==> config.mk <==
export PLATFORM = sky130hd
export DESIGN_NAME = mouse_motion_accumulator
export DESIGN_NICKNAME = d
export VERILOG_FILES = /design/src/rtl/mouse_motion_accumulator.sv
export SDC_FILE = /design/constraint.sdc
export NUM_CORES = 1
export LEC_CHECK = 0
export CORE_AREA = 2 2 103 95
export DETAILED_ROUTE_END_ITERATION = 6
export DIE_AREA = 0 0 105 97
export GPL_TIMING_DRIVEN = 0
export PLACE_DENSITY = 0.86
export SYNTH_ARGS = -nofsm -noshare
export SYNTH_HDL_FRONTEND = slang
export SYNTH_SLANG_ARGS = --single-unit
export TNS_END_PERCENT = 1
==> constraint.sdc <==
create_clock -name Clk -period 15.01 [get_ports Clk]
set_clock_uncertainty 0.05 [all_clocks]
set_input_delay 4.503 -clock Clk [delete_from_list [all_inputs] [get_ports Clk]]
set_output_delay 4.503 -clock Clk [all_outputs]
set_load 0.01 [all_outputs]
==> src/rtl/mouse_motion_accumulator.sv <==
`default_nettype none
// +----------------------------------------------------------------------------+
// | Module      : mouse_motion_accumulator                                     |
// | Description : Turns USB HID boot-mouse reports (signed 8-bit dX/dY plus    |
// |               button bits) into an absolute, screen-clamped pointer        |
// |               position. Deltas are collected between frames and applied    |
// |               once per frame_tick. Produces one-cycle left/right click     |
// |               pulses aligned with the position update.                     |
// | Ports       : Clk, Reset (sync, active-high)                               |
// |               frame_tick      - one-cycle pulse per video frame            |
// |               report_valid    - report_* fields valid this cycle           |
// |               report_dx/dy    - signed deltas (+x right, +y down)          |
// |               report_buttons  - [0]=left [1]=right [2]=middle              |
// |               x/y_displacement- absolute position, 0..X_MAX / 0..Y_MAX     |
// |               left/right_click- one-cycle pulse after a frame_tick         |
// |               left_held       - registered level of the left button        |
// | Revision    : 1.0 - initial release                                        |
// +----------------------------------------------------------------------------+
module mouse_motion_accumulator #(
  parameter int X_MAX    = 624,
  parameter int Y_MAX    = 464,
  parameter int X_RESET  = 320,
  parameter int Y_RESET  = 240,
  parameter int ACC_W    = 12,   // must exceed 8 so a raw delta always fits
  parameter int INVERT_Y = 0
) (
  input  logic        Clk,
  input  logic        Reset,
  input  logic        frame_tick,
  input  logic        report_valid,
  input  logic [7:0]  report_dx,
  input  logic [7:0]  report_dy,
  input  logic [2:0]  report_buttons,
  output logic [15:0] x_displacement,
  output logic [15:0] y_displacement,
  output logic        left_click,
  output logic        right_click,
  output logic        left_held
);

  localparam int POS_W = 16;
  // Position + accumulator sum width: two guard bits over the wider operand
  // so neither a full-scale accumulator nor a 16-bit position can overflow.
  localparam int SUM_W = ((ACC_W > POS_W) ? ACC_W : POS_W) + 2;

  // Symmetric saturation limits: +/-(2^(ACC_W-1)-1).
  localparam logic signed [ACC_W-1:0] C_ACC_MAX = {1'b0, {(ACC_W-1){1'b1}}};
  localparam logic signed [ACC_W-1:0] C_ACC_MIN = {1'b1, {(ACC_W-2){1'b0}}, 1'b1};
  localparam logic signed [ACC_W:0]   C_SUM_MAX = {2'b00, {(ACC_W-1){1'b1}}};
  localparam logic signed [ACC_W:0]   C_SUM_MIN = {2'b11, {(ACC_W-2){1'b0}}, 1'b1};

  localparam logic [POS_W-1:0] C_X_RESET = POS_W'(X_RESET);
  localparam logic [POS_W-1:0] C_Y_RESET = POS_W'(Y_RESET);

  // --------------------------------------------------------------------------
  // Helpers
  // --------------------------------------------------------------------------
  function automatic logic signed [ACC_W-1:0] sat_add(
    input logic signed [ACC_W-1:0] a,
    input logic signed [ACC_W-1:0] b
  );
    logic signed [ACC_W:0] s;
    s = $signed({a[ACC_W-1], a}) + $signed({b[ACC_W-1], b});
    if (s > C_SUM_MAX) begin
      sat_add = C_ACC_MAX;
    end else if (s < C_SUM_MIN) begin
      sat_add = C_ACC_MIN;
    end else begin
      sat_add = s[ACC_W-1:0];
    end
  endfunction

  // Applies a signed delta to an unsigned position and clamps to [0, max_v].
  function automatic logic [POS_W-1:0] move_clamp(
    input logic [POS_W-1:0]        pos,
    input logic signed [ACC_W-1:0] delta,
    input int                      max_v
  );
    logic signed [SUM_W-1:0] pos_ext;
    logic signed [SUM_W-1:0] dlt_ext;
    logic signed [SUM_W-1:0] lim;
    logic signed [SUM_W-1:0] nx;
    pos_ext = {{(SUM_W-POS_W){1'b0}}, pos};
    dlt_ext = {{(SUM_W-ACC_W){delta[ACC_W-1]}}, delta};
    lim     = SUM_W'(max_v);
    nx      = pos_ext + dlt_ext;
    if (nx < 0) begin
      move_clamp = '0;
    end else if (nx > lim) begin
      move_clamp = POS_W'(lim);
    end else begin
      move_clamp = POS_W'(nx);
    end
  endfunction

  // --------------------------------------------------------------------------
  // State
  // --------------------------------------------------------------------------
  logic [POS_W-1:0]        x_q, x_d;
  logic [POS_W-1:0]        y_q, y_d;
  logic signed [ACC_W-1:0] acc_dx_q, acc_dx_d;
  logic signed [ACC_W-1:0] acc_dy_q, acc_dy_d;
  logic                    pend_left_q, pend_left_d;
  logic                    pend_right_q, pend_right_d;
  logic [1:0]              last_buttons_q, last_buttons_d;
  logic                    left_click_q, left_click_d;
  logic                    right_click_q, right_click_d;
  logic                    left_held_q, left_held_d;

  // The middle button is carried in the report but has no consumer here.
  logic w_unused_middle;
  assign w_unused_middle = report_buttons[2];

  // --------------------------------------------------------------------------
  // Report decode
  // --------------------------------------------------------------------------
  logic signed [ACC_W-1:0] w_dx_ext;
  logic signed [ACC_W-1:0] w_dy_sext;
  logic signed [ACC_W-1:0] w_dy_ext;
  logic                    w_left_edge;
  logic                    w_right_edge;

  assign w_dx_ext  = {{(ACC_W-8){report_dx[7]}}, report_dx};
  assign w_dy_sext = {{(ACC_W-8){report_dy[7]}}, report_dy};
  // Negation is done after sign extension so -128 becomes +128 without wrap.
  assign w_dy_ext  = (INVERT_Y != 0) ? -w_dy_sext : w_dy_sext;

  assign w_left_edge  = report_valid & report_buttons[0] & ~last_buttons_q[0];
  assign w_right_edge = report_valid & report_buttons[1] & ~last_buttons_q[1];

  // --------------------------------------------------------------------------
  // Next state
  // --------------------------------------------------------------------------
  // Effective accumulators and pending flags include a report arriving in the
  // same cycle, so a report coincident with frame_tick lands in this update.
  logic signed [ACC_W-1:0] w_acc_dx_eff;
  logic signed [ACC_W-1:0] w_acc_dy_eff;
  logic                    w_pend_left_eff;
  logic                    w_pend_right_eff;

  always_comb begin
    w_acc_dx_eff     = acc_dx_q;
    w_acc_dy_eff     = acc_dy_q;
    w_pend_left_eff  = pend_left_q | w_left_edge;
    w_pend_right_eff = pend_right_q | w_right_edge;
    last_buttons_d   = last_buttons_q;
    left_held_d      = left_held_q;

    if (report_valid) begin
      w_acc_dx_eff   = sat_add(acc_dx_q, w_dx_ext);
      w_acc_dy_eff   = sat_add(acc_dy_q, w_dy_ext);
      last_buttons_d = report_buttons[1:0];
      left_held_d    = report_buttons[0];
    end
  end

  always_comb begin
    x_d           = x_q;
    y_d           = y_q;
    acc_dx_d      = w_acc_dx_eff;
    acc_dy_d      = w_acc_dy_eff;
    pend_left_d   = w_pend_left_eff;
    pend_right_d  = w_pend_right_eff;
    left_click_d  = 1'b0;
    right_click_d = 1'b0;

    if (frame_tick) begin
      x_d           = move_clamp(x_q, w_acc_dx_eff, X_MAX);
      y_d           = move_clamp(y_q, w_acc_dy_eff, Y_MAX);
      acc_dx_d      = '0;
      acc_dy_d      = '0;
      pend_left_d   = 1'b0;
      pend_right_d  = 1'b0;
      left_click_d  = w_pend_left_eff;
      right_click_d = w_pend_right_eff;
    end
  end

  // --------------------------------------------------------------------------
  // Registers
  // --------------------------------------------------------------------------
  always_ff @(posedge Clk) begin
    if (Reset) begin
      x_q            <= C_X_RESET;
      y_q            <= C_Y_RESET;
      acc_dx_q       <= '0;
      acc_dy_q       <= '0;
      pend_left_q    <= 1'b0;
      pend_right_q   <= 1'b0;
      last_buttons_q <= '0;
      left_click_q   <= 1'b0;
      right_click_q  <= 1'b0;
      left_held_q    <= 1'b0;
    end else begin
      x_q            <= x_d;
      y_q            <= y_d;
      acc_dx_q       <= acc_dx_d;
      acc_dy_q       <= acc_dy_d;
      pend_left_q    <= pend_left_d;
      pend_right_q   <= pend_right_d;
      last_buttons_q <= last_buttons_d;
      left_click_q   <= left_click_d;
      right_click_q  <= right_click_d;
      left_held_q    <= left_held_d;
    end
  end

  assign x_displacement = x_q;
  assign y_displacement = y_q;
  assign left_click     = left_click_q;
  assign right_click    = right_click_q;
  assign left_held      = left_held_q;

endmodule
`default_nettype wire

==> results of run 1 <==
-- registers in the layout, indices dropped and copies added, names as in the netlist --
register,cells
acc_dy_q,12
pend_right_q,1
last_buttons_q,2
x_displacement,16
left_click,1
right_click,1
y_displacement,16
acc_dx_q,12
pend_left_q,1
-- kinds of logic (layout without fill, tap and decap cells) --
group | count (synthesis) | in the layout | share of synthesized area, %
AOI/OAI and AO/OA | 254 | 254 | 30.9
and+or+nand+nor | 236 | 236 | 21.1
adders and majority gates | 68 | 68 | 15.5
DFF | 62 | 62 | 22.2
buffers and inverters | 60 | 130 | 4.22
xor gates and xnor gates | 27 | 27 | 4.22
muxes | 10 | 10 | 1.97
-- metrics by stage --
| step | std cells | total power, mW | worst slack (ns) | utilization (%) | hold WS, ns |
|---|---|---|---|---|---|
| 2_1_floorplan | 717 | 0.345 | 6.11 | - | 0.374 |
| 3_3_place_gp | 893 | 0.393 | 4.86 | 69.9 | 0.383 |
| 3_5_place_dp | 893 | 0.399 | 4.78 | 69.9 | 0.417 |
| 4_1_cts | 909 | 0.583 | 5.13 | 72.7 | 0.425 |
| 5_1_grt | 909 | 0.616 | 4.71 | 72.7 | 0.438 |
| 6_report | 909 | 0.588 | 4.98 | 72.7 | 0.421 |
-- cell usage in the layout (no fill, tap or decap), types with 9 or more instances in the layout --
cell type / instances
nand3_1: 18
dfxtp_1: 62
and2_1: 23
clkbuf_1: 15
nor2_1: 57
clkbuf_8: 10
a211oi_1: 16
o21a_1: 9
nor3_1: 23
nand2_1: 60
nor2b_1: 12
xor2_1: 13
o211ai_1: 15
ha_1: 58
a21oi_1: 69
inv_1: 38
o21ai_1: 13
xnor2_1: 14
clkdlybuf4s50_1: 54
a21o_1: 15
o21ai_0: 36
-- power by group through the flow --
| stage | sequential (mW) | combinational, mW | clock, mW |
|---|---|---|---|
| after floorplan | 0.181 | 0.164 | 0 |
| after global placement | 0.181 | 0.212 | 0 |
| after detailed placement | 0.181 | 0.218 | 0 |
| after CTS | 0.178 | 0.221 | 0.185 |
| after global routing | 0.178 | 0.248 | 0.190 |
| final | 0.178 | 0.227 | 0.183 |
-- worst max-delay path: stages --
cell	delay, ns
clkdlybuf4s50_1	0.46
ha_1	0.20
inv_1	0.07
fa_1	0.40
nor2b_1	0.18
o31a_1	0.23
o21ai_0	0.23
nand2_1	0.13
o211ai_1	0.13
o41ai_1	0.47
a211oi_1	0.15
nor2_1	0.18
ha_1	0.25
inv_1	0.07
fa_1	0.40
nor2b_1	0.21
o2111ai_1	0.17
a21oi_1	0.38
o221ai_1	0.20
a21oi_1	0.20
o2111ai_1	0.31
or3_4	0.47
o22a_1	0.21
-- cell usage after synthesis (5+ instances only) --
| library cell | number | area [um2] |
|---|---|---|
| a21oi_1 | 69 | 345 |
| dfxtp_1 | 62 | 1240 |
| nand2_1 | 60 | 225 |
| ha_1 | 58 | 726 |
| nor2_1 | 57 | 214 |
| inv_1 | 38 | 143 |
| o21ai_0 | 36 | 180 |
| and2_1 | 23 | 144 |
| nor3_1 | 23 | 115 |
| nand3_1 | 18 | 90.1 |
| a211oi_1 | 16 | 120 |
| a21o_1 | 15 | 113 |
| clkbuf_1 | 15 | 56.3 |
| o211ai_1 | 15 | 113 |
| xnor2_1 | 14 | 123 |
| o21ai_1 | 13 | 65.1 |
| xor2_1 | 13 | 114 |
| nor2b_1 | 12 | 75.1 |
| o21a_1 | 9 | 67.6 |
| and3_1 | 7 | 43.8 |
| a311oi_1 | 6 | 52.6 |
| a31oi_1 | 6 | 37.5 |
| maj3_1 | 6 | 60.1 |
| a211o_1 | 5 | 43.8 |
| mux2i_1 | 5 | 50.1 |
| nand4_1 | 5 | 31.3 |
| o2111ai_1 | 5 | 43.8 |
| o22ai_1 | 5 | 31.3 |
| o41ai_1 | 5 | 43.8 |
| or3_1 | 5 | 31.3 |
-- area by class of cell --
class	instances	area [um2]	area share (%)
Multi-Input combinational cell	595	4130	63.1
Sequential cell	62	1240	19.0
Timing Repair Buffer	54	541	8.26
Tap cell	122	153	2.33
Inverter	39	146	2.24
Clock buffer	10	138	2.10
Clock inverter	6	109	1.66
Buffer	21	90.1	1.38
-- metal layers --
layer	track usage, %	up-vias	wire length [um]
li1	-	2819	-
met1	41.6	2636	7150
met2	45.7	237	6670
met3	5.66	37	1180
met4	9.64	0	331
met5	0	-	0
-- worst max path at each step --
stage / from / to / slack, ns / cells past startpoint
after floorplan: report_dx[0] / x_displacement[6] / 6.11 / 22
after global placement: report_dx[0] / x_displacement[6] / 4.86 / 23
after detailed placement: report_dx[0] / x_displacement[6] / 4.78 / 23
after CTS: report_dx[0] / x_displacement[6] / 5.13 / 23
after global routing: report_dx[0] / x_displacement[6] / 4.71 / 23
final: report_dx[0] / x_displacement[6] / 4.98 / 23
==> results by group, run 1 <==
Job
  • Max Cap Viol: 0

Die
  • Cell row count: 33
  • Initial core utilization: 62.2%
  • Die Ht: 97 um
  • Die X: 105 um
  • Total die area: 0.0102 mm2
  • IO Pins: 58
  • Core footprint: 0.00900 mm2

Logic synthesis
  • Syn Inst Count: 717
  • Synthesized Nets: 802
  • Sequential area share after synthesis: 22.2%
  • Synth cell types: 78
  • Synth warnings: 0
  • Register bit total from synthesis: 62
  • Syn Area/Cell: 7.81 um2
  • Post-synth EDFFs: 0
  • Commonest register cell after synthesis: dfxtp_1
  • Mapped cell area: 0.00560 mm2
  • Asr flop ratio synth: 0%

Setup path
  • R2r setup slk: 9.27 ns
  • Reg2reg start: acc_dx_q[0]
  • Worst setup path class: input pin to flip-flop
  • Crit start category: input pin
  • Crit path max fanout: 6
  • Crit path capture type: flip-flop
  • Worst EP required: 15.19 ns
  • Critical Path AT: 10.20 ns
  • RR Endpoint: x_displacement[6]
  • R2R cell count: 22

Min path
  • Hold Path Class: flip-flop to flip-flop
  • WHS Endpoint: x_displacement[2]
  • Hold path start: x_displacement[2]
  • Hold Crit Depth: 2

Detailed routing
  • Final WL: 15300 um
  • DRT iter0 DRCs: 363
  • Avg WL per Cell: 16.9 um
  • Antenna Nets Post-Route: 0
  • Number of remaining DRC errors: 0
  • DRT Pass-1 Iters: 5
  • Via count: 5729
  • Via density: 6.30

Placed design
  • Port bufs: 54
  • Gpl congestion: 0.940
  • Post-DP Area: 0.00630 mm2
  • Estimated wirelength of the detail-placed design: 11800 um

Cells and area
  • P&R area growth vs syn: 16.8%
  • Share of layout cells above drive strength 1: 5.46%
  • Post-layout nets: 867
  • Final Cell Area: 0.00654 mm2
  • N_diodes: 0
  • Fill cell count: 741

STA
  • Setup_tns: 0 ns
  • Final period utilization: 66.8%
  • Tmin final: 10.03 ns
  • Slew Limit Fails: 0
  • Final hold vios: 0
  • Setup Viol. Count Final: 0
  • RSZ-0062 raised after global routing: false
  • Worst rel slew slack: 48.1%
  • F_max: 99.7 MHz
  • Worst slew pin tran: 0.776 ns

Clock tree
  • Clock root cell: clkbuf_8
  • CTS tree: done
  • Postcts setup bufs: 0
  • H-Tree Depth: 3
  • Cts-stage hold buffer count: 0
  • Latest clock arrival within the worst-skew pair: 0.34 ns
  • Clock Sinks: 62
  • Clock Tree Buf Depth: 2
  • Cts repair resizes: 0
  • Worst-path clk slew: 0.08 ns
  • CTS buffer count: 9

Power
  • Net switching power: 0.211 mW
  • VDD IR max: 74.6 uV
  • Internal power: 0.376 mW
  • Switching portion of total power: 36.0%
  • Clock Power Share: 31.1%
  • Pwr dens: 89.8 mW/mm2
  • Register share of total power: 30.3%
  • Logic pwr share: 38.6%
  • Leakage: 2.75 nW

Global route
  • Vias in the first global route: 5298
  • Global Route Usage Sum: 29.6%
  • Initial antenna violation count: 0
  • Global-route wire length before repair: 25000 um
  • Overflow after GRT: 0
  • Largest net degree at the start of global routing: 12

Run status
  • Status: finished, final reports clean
No activity file was read; power rests on OpenSTA's default activity.
==> run 2: changes to the inputs <==
CORE_AREA = 2 2 112 103   (was 2 2 103 95)
DIE_AREA = 0 0 114 105   (was 0 0 105 97)
PLACE_DENSITY = 0.77   (was 0.86)
clock period = 8.55 ns   (was 15.01 ns; I/O delays follow)
==> run 2 against run 1 <==
Against the previous run: worst setup slack lost 4.4 ns; routed wire length grew 0.35%; global-route usage shrank 4.2 points; via count shrank 0.28%; clock power grew 110%; clock-buffer cell count shrank 1; flip-flop and latch count is the same; critical endpoint is now y_displacement[0]; highest routed layer unchanged.
==> results by group, run 2 (synthesized netlist as in run 1, its figures left out) <==
Run status
  • Status: finished, final reports clean

Global route
  • Largest net degree at the start of global routing: 14 (+2)
  • Initial antenna violation count: 0 (unchanged)
  • Global-route wire length before repair: 24800 um (-1.0%)
  • Global Route Usage Sum: 25.4% (-4.2 points)
  • Overflow after GRT: 0 (unchanged)
  • Vias in the first global route: 5195 (-1.9%)

Detailed routing
  • Number of remaining DRC errors: 0 (unchanged)
  • Avg WL per Cell: 16.7 um (-0.85%)
  • Via count: 5713 (-0.28%)
  • Final WL: 15400 um (+0.35%)
  • DRT Pass-1 Iters: 5 (unchanged)
  • Via density: 6.21 (-1.5%)
  • DRT iter0 DRCs: 357 (-1.7%)
  • Antenna Nets Post-Route: 0 (unchanged)

Min path
  • WHS Endpoint: pend_left_q
  • Hold path start: pend_left_q
  • Hold Crit Depth: 2 (unchanged)
  • Hold Path Class: flip-flop to flip-flop

Cells and area
  • Share of layout cells above drive strength 1: 5.46% (unchanged)
  • P&R area growth vs syn: 18.1%
  • Fill cell count: 951 (+28%)
  • Post-layout nets: 867 (unchanged)
  • Most common cell after layout, fill and taps aside: a21oi_1
  • Most frequent cells in the layout: a21oi_1 (69), dfxtp_1 (62), nand2_1 (60)
  • N_diodes: 0 (unchanged)
  • Post-Layout Cell Count: 920 (+1.2%)

Power
  • Leakage: 2.77 nW (+0.60%)
  • VDD IR max: 95.4 uV (+28%)
  • Pwr dens: 164 mW/mm2 (+82%)

Setup path
  • Worst EP required: 8.73 ns (-6.46 ns)
  • Reg2reg start: acc_dx_q[0]
  • Worst setup path class: input pin to flip-flop
  • R2R cell count: 22 (unchanged)
  • Crit path max fanout: 8 (+2)
  • Critical Path AT: 8.13 ns (-2.07 ns)
  • R2r setup slk: 2.93 ns (-6.34 ns)
  • Crit start category: input pin
  • RR Endpoint: x_displacement[6]
  • Crit path capture type: flip-flop

Die
  • Core footprint: 0.0107 mm2 (+19%)
  • Initial core utilization: 52.3% (-10 points)
  • IO Pins: 58 (unchanged)
  • Die Ht: 105 um (+8.2%)
  • Cell row count: 36 (+9.1%)
  • Die X: 114 um (+8.6%)
  • Total die area: 0.0120 mm2 (+18%)

STA
  • F_max: 126 MHz
  • Worst rel slew slack: 54.2% (+6.1 points)
  • Setup Viol. Count Final: 0 (unchanged)
  • RSZ-0062 raised after global routing: false
  • Setup_tns: 0 ns (unchanged)
  • Slew Limit Fails: 0 (unchanged)
  • Tmin final: 7.95 ns
  • Final period utilization: 93.0%
  • Worst slew pin tran: 0.684 ns (-0.0912 ns)
  • Final hold vios: 0 (unchanged)

Placed design
  • Gpl congestion: 0.876 (-6.8%)
  • Port bufs: 54 (unchanged)
  • Estimated wirelength of the detail-placed design: 12000 um (+1.7%)
  • Placed insts: 904 (+1.2%)

Clock tree
  • CTS tree: done
  • Cts-stage hold buffer count: 0 (unchanged)
  • H-Tree Depth: 3 (unchanged)
  • Clock root cell: clkbuf_16
  • Cts repair resizes: 0 (unchanged)
  • Postcts setup bufs: 0 (unchanged)
  • CTS buffer count: 9 (unchanged)
  • Clock Tree Buf Depth: 2 (unchanged)
  • Clock Sinks: 62 (unchanged)
  • Worst-path clk slew: 0.06 ns (-0.02 ns)
  • Latest clock arrival within the worst-skew pair: 0.34 ns (about the same)

Job
  • Max Cap Viol: 0 (unchanged)
-- run 2: changes by cell type in the layout (fill, tap and decap cells not counted), sizes merged --
cell	before	now
clkinv	4	3
inv	38	40
bufinv	3	1
clkbuf	25	24
clkinvlp	0	2
-- run 2: worst max-delay path by stage --
stage / startpoint / to / cells past startpoint
floorplan: report_dx[0] / x_displacement[6] / 22
global placement: report_dx[0] / x_displacement[6] / 23
detailed placement: report_dx[0] / x_displacement[6] / 23
CTS: report_dx[0] / x_displacement[6] / 23
global route: report_dy[0] / y_displacement[3] / 21
finish: report_dy[0] / y_displacement[0] / 21
-- run 2: report_power, final --
group          total [mW]  internal (mW)  switching (mW)
clock network       0.376          0.228           0.147
logic               0.396          0.159           0.237
registers           0.313          0.302          0.0110
total                1.08          0.689           0.395
-- run 2: layout make-up --
type | instances | area [um2] | area share, %
tap | 133 | 166 | 2.52
buffer | 21 | 90.1 | 1.36
clock inverter | 7 | 80.1 | 1.21
inverter | 39 | 146 | 2.21
timing repair buffer | 54 | 541 | 8.17
clock buffer | 9 | 225 | 3.40
multi-input combinational | 595 | 4130 | 62.4
sequential | 62 | 1240 | 18.8
-- run 2: worst max-delay path: stages --
cell and delay (ns):
clkdlybuf4s50_1 0.47, ha_1 0.19, inv_1 0.06, fa_1 0.40, nor2b_1 0.18, o2111ai_1 0.13, nand3_1 0.21, a41oi_2 0.24
a21oi_1 0.56, nor2_1 0.18, nor2b_1 0.19, o22a_1 0.19, ha_1 0.32, a2111oi_2 0.38, o21ai_1 0.18, nand2_1 0.14
o21ai_1 0.09, mux2_1 0.34, a2111oi_2 0.31, nand4b_1 0.35, o41ai_1 0.44
-- run 2: metal layers --
layer | vias to the layer above | track usage, % | part of all wire, %
met4 | 0 | 8.71 | 2.0
met2 | 214 | 40.2 | 44
met3 | 29 | 3.13 | 7.1
li1 | 2820 | - | -
met1 | 2650 | 35.6 | 47
met5 | - | 0 | 0
-- run 2: stage by stage --
stage | hold WS [ns] | util [%] | power (mW) | cell area (um2) | setup WS, ns
floorplan | 0.374 | - | 0.605 | 5600 | 1.59
global placement | 0.382 | 58.9 | 0.690 | 6310 | 0.367
detailed placement | 0.396 | 58.9 | 0.702 | 6310 | 0.261
CTS | 0.413 | 61.7 | 1.08 | 6620 | 0.649
global route | 0.442 | 61.7 | 1.14 | 6620 | 0.211
finish | 0.416 | 61.7 | 1.08 | 6620 | 0.597
==> run 3: changes to the inputs <==
CORE_AREA = 2 2 81 142   (was 2 2 112 103)
DIE_AREA = 0 0 83 144   (was 0 0 114 105)
==> run 3 against run 2 <==
Against the previous run: worst setup slack got worse by 0.28 ns; critical path depth up 2; via count increased by 3.4%; worst hold slack worse by 0.00097 ns; clock-buffer cell count is 2 higher; non-clock buffer count unchanged; routed wire length grew 11%; sequential share of layout area about the same; critical endpoint is now x_displacement[6]; highest routed layer unchanged.
==> results by group, run 3 (synthesized netlist as in run 1, its figures left out) <==
Global route
  • Global-route wire length before repair: 27400 um (+11%)
  • Vias in the first global route: 6027 (+16%)
  • Largest net degree at the start of global routing: 12 (-2)
  • Global Route Usage Sum: 28.4% (+3.0 points)
  • Overflow after GRT: 0 (unchanged)
  • Initial antenna violation count: 0 (unchanged)

STA
  • Tmin final: 8.23 ns (+0.280 ns)
  • RSZ-0062 raised after global routing: false
  • Final worst slack: 0.317 ns (-0.280 ns)
  • Worst rel slew slack: 47.2% (-7.0 points)
  • Setup Viol. Count Final: 0 (unchanged)
  • Final period utilization: 96.3% (+3.3 points)
  • Slew Limit Fails: 0 (unchanged)
  • Setup_tns: 0 ns (unchanged)
  • Worst slew pin tran: 0.789 ns (+0.104 ns)
  • Hold slack: 0.415 ns (-0.000968 ns)
  • F_max: 121 MHz (-3.4%)
  • Final hold vios: 0 (unchanged)

Cells and area
  • Post-layout nets: 867 (unchanged)
  • Most frequent cells in the layout: a21oi_1 (67), dfxtp_1 (62), nand2_1 (60)
  • Post-Layout Cell Count: 919 (-0.11%)
  • Fill cell count: 980 (+3.0%)
  • N_diodes: 0 (unchanged)
  • Most common cell after layout, fill and taps aside: a21oi_1
  • P&R area growth vs syn: 18.3%
  • Share of layout cells above drive strength 1: 5.72% (+0.25 points)

Clock tree
  • Clock Tree Buf Depth: 2 (unchanged)
  • Latest clock arrival within the worst-skew pair: 0.34 ns (about the same)
  • CTS tree: done
  • Clock Sinks: 62 (unchanged)
  • Worst-path clk slew: 0.06 ns (about the same)
  • H-Tree Depth: 3 (unchanged)
  • Postcts setup bufs: 0 (unchanged)
  • Clock root cell: clkbuf_16
  • CTS buffer count: 9 (unchanged)

Die
  • Cell row count: 51 (+42%)
  • Die Ht: 144 um (+37%)
  • Core footprint: 0.0109 mm2 (+1.8%)
  • IO Pins: 58 (unchanged)
  • Initial core utilization: 51.3% (-0.92 points)
  • Total die area: 0.0120 mm2 (-0.15%)
  • Die X: 83 um (-27%)

Setup path
  • Crit path max fanout: 6 (-2)
  • Crit path capture type: flip-flop
  • Crit start category: input pin
  • Worst setup path class: input pin to flip-flop
  • Critical Path AT: 8.41 ns (+0.28 ns)
  • Worst EP required: 8.73 ns (about the same)

Detailed routing
  • Number of remaining DRC errors: 0 (unchanged)
  • Avg WL per Cell: 18.6 um (+11%)
  • DRT Pass-1 Iters: 6 (+1)
  • Via density: 6.43 (+3.5%)
  • Final WL: 17100 um (+11%)
  • Via count: 5908 (+3.4%)
  • Antenna Nets Post-Route: 0 (unchanged)
  • DRT iter0 DRCs: 395 (+11%)

Power
  • Register share of total power: 28.4% (-0.4 points)
  • Total power: 1.10 mW (+1.6%)
  • Pwr dens: 166 mW/mm2 (+1.4%)
  • Switching portion of total power: 36.3% (-0.17 points)
  • Leakage: 2.77 nW (about the same)
  • VDD IR max: 151 uV (+59%)
  • Logic pwr share: 36.6% (about the same)
  • Internal power: 0.702 mW (+1.9%)
  • Net switching power: 0.400 mW (+1.1%)
  • Clock Power Share: 35.0% (+0.4 points)

Run status
  • Status: finished, final reports clean

Job
  • Max Cap Viol: 0 (unchanged)

Placed design
  • Port bufs: 54 (unchanged)
  • Estimated wirelength of the detail-placed design: 13300 um (+10%)
  • Placed insts: 903 (-0.11%)
  • Gpl congestion: 0.938 (+7.1%)
  • Pre-CTS setup slack: 0.124 ns (-0.137 ns)

Min path
  • Hold Path Class: flip-flop to flip-flop
## run 3: changes by cell type in the layout (fill, tap and decap cells not counted)
cell,change
clkinvlp_4,+1
clkinv_4,-2
clkbuf_8,+2
clkinv_2,+1
inv_6,-2
a21oi_2,+2
a21oi_1,-2
## run 3: final timing paths
kind | slack (ns) | cells after the start | startpoint | end
worst max-delay path | 0.32 | 23 | report_dx[0] | x_displacement[6]
worst min-delay path | 0.41 | 2 | pend_right_q | pend_right_q
worst max register to register | 2.73 | 22 | acc_dx_q[0] | x_displacement[6]
worst min register to register | 0.41 | 2 | pend_right_q | pend_right_q
## run 3: critical path: stages
cell	delay, ns
clkdlybuf4s50_1	0.51
ha_1	0.24
inv_1	0.07
fa_1	0.40
nor2b_1	0.16
o31a_1	0.23
o21ai_0	0.22
xor2_1	0.28
nand2_1	0.09
o41ai_1	0.42
a211oi_1	0.18
nor2_1	0.21
ha_1	0.25
inv_1	0.07
fa_1	0.39
nor2b_1	0.25
o2111ai_1	0.20
a21boi_0	0.27
o211ai_1	0.19
a311oi_1	0.27
o2111ai_1	0.28
or3_4	0.43
o22a_1	0.20
## run 3: layer usage
metal / vias up / wire [um] / global-route usage (%)
met4: 0 / 1310 / 23.5
met2: 236 / 9140 / 55.3
met3: 103 / 670 / 4.11
met1: 2747 / 5960 / 25.4
li1: 2822 / - / -
met5: - / 0 / 0
## run 3: cell type report
cell class | instances | area, um2 | share of cell area (%)
Inverter | 39 | 146 | 2.21
Buffer | 21 | 90.1 | 1.36
Clock inverter | 5 | 57.6 | 0.869
Timing Repair Buffer | 54 | 541 | 8.16
Sequential cell | 62 | 1240 | 18.7
Tap cell | 132 | 165 | 2.49
Clock buffer | 11 | 253 | 3.81
Multi-Input combinational cell | 595 | 4130 | 62.4
## run 3: per-stage QoR
step	instance area, um2	util [%]
2_1_floorplan	5600	-
3_3_place_gp	6310	57.8
3_5_place_dp	6310	57.8
4_1_cts	6620	60.7
5_1_grt	6630	60.7
6_report	6630	60.7
## run 3: power by group through the flow
stage | Combinational [mW] | Clock (mW) | Sequential [mW]
final | 0.403 | 0.386 | 0.313
after global routing | 0.441 | 0.401 | 0.314
after CTS | 0.394 | 0.384 | 0.312
after detailed placement | 0.390 | 0 | 0.318
after global placement | 0.380 | 0 | 0.318
after floorplan | 0.288 | 0 | 0.317
## run 3: timing repair
| action | 4_1_cts | 5_1_grt |
|---|---|---|
| hold buffers | 0 | 0 |
| gates resized for setup | 0 | 2 |
| setup endpoints to repair | 0 | 5 |
